## src/rtl/aes_mode_chainer.sv

```systemverilog
// aes_mode_chainer: block-mode front end for an external AES block core.
// Collects WORDS plaintext words into one block, applies ECB / CBC-encrypt /
// CTR chaining, trades whole blocks with the core over valid/ready, and
// re-serialises each result block MSB word first.
`timescale 1ns/1ps
module aes_mode_chainer #(
    parameter int WORD_WIDTH  = 32,
    parameter int BLOCK_WIDTH = 128,
    parameter int CTR_WIDTH   = 32,
    parameter int CNT_WIDTH   = 16
) (
    input  logic                   clk_i,
    input  logic                   rst_i,
    input  logic                   clear_i,
    input  logic [1:0]             mode_i,
    input  logic [BLOCK_WIDTH-1:0] iv_i,
    input  logic                   iv_load_i,
    input  logic                   in_valid_i,
    output logic                   in_ready_o,
    input  logic [WORD_WIDTH-1:0]  in_data_i,
    output logic                   out_valid_o,
    input  logic                   out_ready_i,
    output logic [WORD_WIDTH-1:0]  out_data_o,
    output logic                   core_req_valid_o,
    input  logic                   core_req_ready_i,
    output logic [BLOCK_WIDTH-1:0] core_req_data_o,
    input  logic                   core_rsp_valid_i,
    output logic                   core_rsp_ready_o,
    input  logic [BLOCK_WIDTH-1:0] core_rsp_data_i,
    output logic                   busy_o,
    output logic [CNT_WIDTH-1:0]   blocks_done_o
);

    localparam int WORDS = BLOCK_WIDTH / WORD_WIDTH;
    localparam int IW    = $clog2(WORDS + 1);
    localparam int OW    = (WORDS > 1) ? $clog2(WORDS) : 1;
    localparam logic [IW-1:0] FULL = IW'(WORDS);
    localparam logic [OW-1:0] LAST = OW'(WORDS - 1);
    // Bits of the chain register that act as the CTR counter.
    localparam logic [BLOCK_WIDTH-1:0] CTR_MASK = BLOCK_WIDTH'({CTR_WIDTH{1'b1}});

    localparam logic [1:0] M_CBC = 2'd1;
    localparam logic [1:0] M_CTR = 2'd2;

    typedef enum logic [2:0] {
        S_COLLECT,
        S_ISSUE,
        S_WAIT,
        S_EMIT,
        S_DRAIN
    } state_t;

    state_t                 state_q, state_d;
    logic [IW-1:0]          in_cnt_q, in_cnt_d;
    logic [BLOCK_WIDTH-1:0] buf_q, buf_d;
    logic [BLOCK_WIDTH-1:0] pend_q, pend_d;
    logic [BLOCK_WIDTH-1:0] res_q, res_d;
    logic [BLOCK_WIDTH-1:0] chain_q, chain_d;
    logic [1:0]             mode_q, mode_d;
    logic [OW-1:0]          out_idx_q, out_idx_d;
    logic [CNT_WIDTH-1:0]   cnt_q, cnt_d;

    logic [BLOCK_WIDTH-1:0] req_blk;
    logic [CTR_WIDTH-1:0]   ctr_inc;
    logic                   in_acc, out_hs, req_hs, rsp_hs;

    assign in_ready_o       = (in_cnt_q != FULL);
    assign core_req_valid_o = (state_q == S_ISSUE);
    assign core_rsp_ready_o = (state_q == S_WAIT) || (state_q == S_DRAIN);
    assign out_valid_o      = (state_q == S_EMIT);
    // res_q is shifted left as words leave, so the current word is always on top.
    assign out_data_o       = out_valid_o ? res_q[BLOCK_WIDTH-1 -: WORD_WIDTH] : '0;
    assign core_req_data_o  = core_req_valid_o ? req_blk : '0;
    assign busy_o           = (state_q != S_COLLECT) || (in_cnt_q != '0);
    assign blocks_done_o    = cnt_q;

    assign in_acc = in_valid_i && in_ready_o;
    assign out_hs = out_valid_o && out_ready_i;
    assign req_hs = core_req_valid_o && core_req_ready_i;
    assign rsp_hs = core_rsp_valid_i && core_rsp_ready_o;

    assign ctr_inc = chain_q[CTR_WIDTH-1:0] + CTR_WIDTH'(1);

    // Request block; mode_i is live here because it is only latched on acceptance.
    always_comb begin
        req_blk = buf_q;
        case (mode_i)
            M_CBC:   req_blk = buf_q ^ chain_q;
            M_CTR:   req_blk = chain_q;
            default: req_blk = buf_q;
        endcase
    end

    // Next-state logic for the buffer, FSM, chain register and counters.
    always_comb begin
        state_d   = state_q;
        in_cnt_d  = in_cnt_q;
        buf_d     = buf_q;
        pend_d    = pend_q;
        res_d     = res_q;
        chain_d   = chain_q;
        mode_d    = mode_q;
        out_idx_d = out_idx_q;
        cnt_d     = cnt_q;

        // Input fills independently of the FSM so the next block overlaps.
        if (in_acc) begin
            buf_d    = (buf_q << WORD_WIDTH) | BLOCK_WIDTH'(in_data_i);
            in_cnt_d = in_cnt_q + IW'(1);
        end

        case (state_q)
            S_COLLECT: begin
                if (iv_load_i) chain_d = iv_i;
                if (in_cnt_q == FULL) state_d = S_ISSUE;
            end
            S_ISSUE: begin
                if (req_hs) begin
                    pend_d   = buf_q;
                    mode_d   = mode_i;
                    in_cnt_d = '0;
                    state_d  = S_WAIT;
                end
            end
            S_WAIT: begin
                if (rsp_hs) begin
                    res_d = (mode_q == M_CTR) ? (core_rsp_data_i ^ pend_q) : core_rsp_data_i;
                    if (mode_q == M_CBC) chain_d = core_rsp_data_i;
                    else if (mode_q == M_CTR) chain_d = (chain_q & ~CTR_MASK) | BLOCK_WIDTH'(ctr_inc);
                    state_d = S_EMIT;
                end
            end
            S_EMIT: begin
                if (out_hs) begin
                    res_d     = res_q << WORD_WIDTH;
                    out_idx_d = out_idx_q + OW'(1);
                    if (out_idx_q == LAST) begin
                        out_idx_d = '0;
                        cnt_d     = cnt_q + CNT_WIDTH'(1);
                        state_d   = S_COLLECT;
                    end
                end
            end
            S_DRAIN: begin
                if (rsp_hs) state_d = S_COLLECT;
            end
            default: state_d = S_COLLECT;
        endcase

        // Soft clear overrides everything; chain survives, an accepted request is drained.
        if (clear_i) begin
            in_cnt_d  = '0;
            buf_d     = '0;
            out_idx_d = '0;
            cnt_d     = '0;
            chain_d   = chain_q;
            res_d     = res_q;
            case (state_q)
                S_ISSUE: state_d = req_hs ? S_DRAIN : S_COLLECT;
                S_WAIT:  state_d = rsp_hs ? S_COLLECT : S_DRAIN;
                S_DRAIN: state_d = rsp_hs ? S_COLLECT : S_DRAIN;
                default: state_d = S_COLLECT;
            endcase
        end
    end

    // State registers.
    always_ff @(posedge clk_i or posedge rst_i) begin
        if (rst_i) begin
            state_q   <= S_COLLECT;
            in_cnt_q  <= '0;
            buf_q     <= '0;
            pend_q    <= '0;
            res_q     <= '0;
            chain_q   <= '0;
            mode_q    <= '0;
            out_idx_q <= '0;
            cnt_q     <= '0;
        end else begin
            state_q   <= state_d;
            in_cnt_q  <= in_cnt_d;
            buf_q     <= buf_d;
            pend_q    <= pend_d;
            res_q     <= res_d;
            chain_q   <= chain_d;
            mode_q    <= mode_d;
            out_idx_q <= out_idx_d;
            cnt_q     <= cnt_d;
        end
    end

endmodule

```

## config.mk

```make
export PLATFORM = sky130hd
export DESIGN_NAME = aes_mode_chainer
export DESIGN_NICKNAME = d
export VERILOG_FILES = /design/src/rtl/aes_mode_chainer.sv
export SDC_FILE = /design/constraint.sdc
export NUM_CORES = 2
export LEC_CHECK = 0
export BUFFER_PORTS_ARGS = -buffer_cell sky130_fd_sc_hd__buf_4
export CAP_MARGIN = 20
export CORE_ASPECT_RATIO = 1.75
export CORE_MARGIN = 2
export CORE_UTILIZATION = 62
export CTS_CLUSTER_DIAMETER = 200
export DETAILED_ROUTE_END_ITERATION = 8
export PLACE_DENSITY = 0.94
export SLEW_MARGIN = 40
export SYNTH_ARGS = -nofsm -noshare
export SYNTH_HDL_FRONTEND = slang
export SYNTH_SLANG_ARGS = --single-unit
```

## constraint.sdc

```tcl
create_clock -name clk_i -period 25.1 [get_ports clk_i]
set_input_delay 2.51 -clock clk_i [delete_from_list [all_inputs] [get_ports clk_i]]
set_output_delay 2.51 -clock clk_i [all_outputs]
set_load 0.01 [all_outputs]
```

==> metrics.txt <==
# TYPE chip_impl_metric gauge
chip_impl_metric{name="fp-row-count",unit=""} 107
chip_impl_metric{name="fp.dieH",unit="microns"} 297.5
chip_impl_info{name="hold_path.class",value="flip-flop to flip-flop"} 1
chip_impl_metric{name="cts-root-to-sink-buffers",unit=""} 3
chip_impl_metric{name="drt-initial-drc-count",unit=""} 3839
chip_impl_metric{name="grt_start_max_net_pins",unit=""} 237
chip_impl_metric{name="netlist.area_leader.share",unit="%"} 44.12
chip_impl_info{name="mostFrequentLayoutCell",value="nand2_1"} 1
chip_impl_metric{name="die-width",unit="microns"} 171.7
chip_impl_metric{name="finalWeightedCongestion",unit=""} 1.003
chip_impl_metric{name="hold-worst-slack",unit="ns"} 0.4724
chip_impl_info{name="grt_setup_unrepaired",value="false"} 1
chip_impl_metric{name="cts.clk_slew.worst_paths",unit="ns"} 0.07
chip_impl_info{name="synth.area.top_cells",value="dfrtp_1 (44%), a21oi_1 (8.3%), nand2_1 (6.8%)"} 1
chip_impl_metric{name="synth_compound_gate_area_share",unit="%"} 16.58
chip_impl_metric{name="post_synth_fa_ha_maj_area_fraction",unit="%"} 0.2870
chip_impl_metric{name="detail_route.wl_per_cell",unit="microns"} 24.56
chip_impl_info{name="worstPathCellList",value="buf_4, inv_1, ha_4, buf_4, a21oi_1, or3b_2, a21oi_1, buf_4"} 1
chip_impl_metric{name="mappedNetlistArea",unit="sq um"} 30510
chip_impl_metric{name="multiplexer_share_of_the_synthesized_area",unit="%"} 4.929
chip_impl_info{name="status",value="completed"} 1
chip_impl_info{name="start_kind",value="input pin"} 1
chip_impl_metric{name="syn_to_final_growth",unit="%"} 17.17
chip_impl_metric{name="synth_area_per_cell",unit="sq um"} 8.394
chip_impl_metric{name="drt-total-wl",unit="microns"} 112600
chip_impl_metric{name="synth-edff-count",unit=""} 0
chip_impl_metric{name="async_flop_share",unit="%"} 100.0
chip_impl_metric{name="grt_pass1_vias",unit=""} 28070
chip_impl_info{name="cts_tree",value="built"} 1
chip_impl_metric{name="post_route_cells_drive_above_1_share",unit="%"} 22.24
chip_impl_metric{name="final_core_util",unit="%"} 73.57
chip_impl_metric{name="preCtsSetupSlack",unit="ns"} 17.36
chip_impl_metric{name="cts.sink_count",unit=""} 538
chip_impl_metric{name="tightest_slew",unit="ns"} 0.8778
chip_impl_metric{name="clock_latency",unit="ns"} 0.59
chip_impl_info{name="timing.critical_path.max_delay_family",value="buffers and inverters"} 1
chip_impl_metric{name="yosys.area_share.simple",unit="%"} 23.16
chip_impl_info{name="path_class",value="input pin to output pin"} 1
chip_impl_metric{name="ctsHtreeMaxLevel",unit=""} 2
chip_impl_metric{name="postLayoutSetupSlackWorst",unit="ns"} 17.26
chip_impl_metric{name="globalRouteOverflowTotal",unit=""} 0
chip_impl_metric{name="post_cts_hold_buffers",unit=""} 0
chip_impl_info{name="yosys_most_used_dff",value="dfrtp_1"} 1
chip_impl_metric{name="fmaxAchievable",unit="GHz"} 0.1275
chip_impl_metric{name="xor_xnor_portion_of_the_synthesized_cell_area",unit="%"} 4.794
chip_impl_metric{name="ant_nets",unit=""} 0
chip_impl_metric{name="grt_pass1_wl",unit="microns"} 166600
chip_impl_metric{name="finish.net_count",unit=""} 4195
chip_impl_metric{name="via_count",unit=""} 29270
chip_impl_metric{name="count_of_state_elements_after_synthesis",unit=""} 538
chip_impl_metric{name="filler_cell_count",unit=""} 3504
chip_impl_metric{name="total_power",unit="mW"} 2.086
chip_impl_metric{name="cell_count_after_placement",unit=""} 4491
chip_impl_metric{name="timing.final.crit_period",unit="ns"} 7.845
chip_impl_metric{name="critical_path_buf_inv_count",unit=""} 4
chip_impl_metric{name="grt_antenna_before_repair",unit=""} 7
chip_impl_metric{name="num_ports",unit=""} 479
chip_impl_metric{name="sequential_fraction_of_the_synthesis_area",unit="%"} 44.12
chip_impl_metric{name="postCtsSetupBuffers",unit=""} 0
chip_impl_metric{name="timing.critical_path.required",unit="ns"} 22.59
chip_impl_metric{name="crit_fanout",unit=""} 78
chip_impl_info{name="cp_common_cell",value="buf_4"} 1
chip_impl_info{name="worst_setup_path_end_kind",value="output pin"} 1
chip_impl_metric{name="numPortBuffers",unit=""} 478
chip_impl_metric{name="synth-warning-count",unit=""} 0
chip_impl_metric{name="core_area",unit="sq um"} 48600
chip_impl_metric{name="initial_utilization",unit="%"} 62.79
chip_impl_metric{name="post-route-period-util",unit="%"} 31.25
chip_impl_metric{name="dpl_cell_area",unit="sq um"} 34040
chip_impl_metric{name="drt_pass1_iterations",unit=""} 7
chip_impl_metric{name="power_per_cell_area",unit="nW/um^2"} 58.35
chip_impl_info{name="clock_root_buffer",value="clkbuf_16"} 1
chip_impl_metric{name="hold_violations",unit=""} 0
chip_impl_metric{name="synth_fp_nets",unit=""} 3940
chip_impl_metric{name="detailedPlacementHpwl",unit="microns"} 76480
chip_impl_info{name="most-common-layout-cells",value="nand2_1 (553), dfrtp_1 (536), a21oi_1 (503)"} 1
chip_impl_metric{name="drc",unit=""} 0
chip_impl_metric{name="maxCapViolations",unit=""} 0
chip_impl_info{name="synth_top_area_cell",value="dfrtp_1"} 1
chip_impl_metric{name="worst_clock_skew",unit="ns"} 0.01800
chip_impl_metric{name="total_leakage_power",unit="nW"} 15.24
chip_impl_metric{name="stdcell_count",unit=""} 4583
chip_impl_metric{name="finalMaxSlewViolations",unit=""} 0
chip_impl_metric{name="via_per_inst",unit=""} 6.388
chip_impl_metric{name="cts_repair_resize_count",unit=""} 0
chip_impl_info{name="timing.critical_path.slowest_stage_cell",value="buf_4"} 1
chip_impl_metric{name="setup_tns",unit="ns"} 0
chip_impl_metric{name="floorplan.die_area",unit="sq um"} 51070
chip_impl_metric{name="ir_worst_vdd",unit="mV"} 0.05976
chip_impl_metric{name="cp_data_arrival_time",unit="ns"} 5.33
chip_impl_metric{name="finalSetupViolations",unit=""} 0
chip_impl_metric{name="cts-buffers-inserted",unit=""} 49
chip_impl_metric{name="postLayoutCellArea",unit="sq um"} 35750
chip_impl_info{name="largest_family_of_logic_cells_by_synthesized_area",value="simple AND/OR/NAND/NOR gates"} 1
chip_impl_metric{name="unique_masters_post_synth",unit=""} 68
chip_impl_metric{name="slew_headroom",unit="%"} 41.48
chip_impl_metric{name="crit_path_max_incr_delay",unit="ns"} 0.70
chip_impl_metric{name="grt_use_total",unit="%"} 43.58
chip_impl_metric{name="synth_cells",unit=""} 3635
-- final timing paths --
| check | from | end | slack [ns] | cells past startpoint |
|---|---|---|---|---|
| setup / recovery | mode_i[1] | core_req_data_o[123] | 17.26 | 8 |
| hold / removal | res_q[127]$_DFFE_PP0P_ | res_q[127]$_DFFE_PP0P_ | 0.47 | 2 |
| setup reg to reg | mode_q[0]$_DFFE_PP0N_ | chain_q[47]$_DFFE_PP0P_ | 21.61 | 7 |
| hold reg to reg | res_q[127]$_DFFE_PP0P_ | res_q[127]$_DFFE_PP0P_ | 0.47 | 2 |
| max in group asynchronous | rst_i | res_q[73]$_DFFE_PP0P_ | 20.49 | 5 |
| min in group asynchronous | rst_i | chain_q[69]$_DFFE_PP0P_ | 2.02 | 2 |
-- Yosys cell counts (3+ instances only) --
library cell and instances:
a211o_1 3, a211oi_1 5, a21oi_1 504, a221oi_1 11, a22oi_1 3, a31oi_1 102
and2_1 37, and3_1 14, and4_1 4, buf_1 22, buf_2 40, buf_4 11
buf_6 4, clkbuf_1 233, clkbuf_8 3, dfrtp_1 538, ha_1 7, inv_1 145
mux2_1 4, mux2_2 126, mux2i_1 4, nand2_1 554, nand2b_1 5, nand3_1 123
nand3b_1 96, nand4_1 10, nor2_1 239, nor2b_1 129, nor3_1 22, nor4_1 7
o211ai_1 4, o21ai_0 252, o21ai_1 4, o31ai_1 33, or2_2 3, or3_1 11
or3b_2 120, xnor2_1 27, xor2_1 140
-- flip-flops by register name (all words and copies together), names as in the netlist --
register / cells
out_idx_q: 2
mode_q: 2
buf_q: 128
res_q: 128
pend_q: 128
state_q: 3
chain_q: 128
in_cnt_q: 3
blocks_done_o: 16
-- kinds of logic after synthesis --
| group | after synthesis |
|---|---|
| buffers and inverters | 458 |
| muxes | 134 |
| AOI/OAI and AO/OA | 938 |
| xor gates and xnor gates | 167 |
| adders and majority gates | 7 |
| and+or+nand+nor | 1393 |
| DFF | 538 |
-- worst min-delay path, cell delays in order, from the launching register on --
cell	delay, ns
dfrtp_1	0.34
nand2_1	0.04
o21ai_0	0.06
-- final cells by class --
cell class,count,area [sq um],area share [%]
multi-input combinational,2639,15280,42.74
sequential,538,13470,37.67
clock inverter,19,207.7,0.5809
inverter,145,551.8,1.543
antenna,3,7.507,0.02100
timing repair buffer,517,3998,11.18
tap,654,818.3,2.289
clock buffer,68,1420,3.972
-- per-layer routing --
metal	GRT usage, %	share of wire (%)	routed length (microns)
met5	0	0.051	57
met2	67.08	46	51310
met3	9.047	10	11420
met4	43.66	13	14220
met1	48.72	32	35570
-- power by group --
group          total [mW]  leakage [nW]  internal [mW]  switching [mW]
registers           0.999          7.11          0.924          0.0752
clock network       0.779         0.805          0.436           0.343
logic               0.308          7.33          0.126           0.182
No activity file was read; power rests on OpenSTA's default activity.
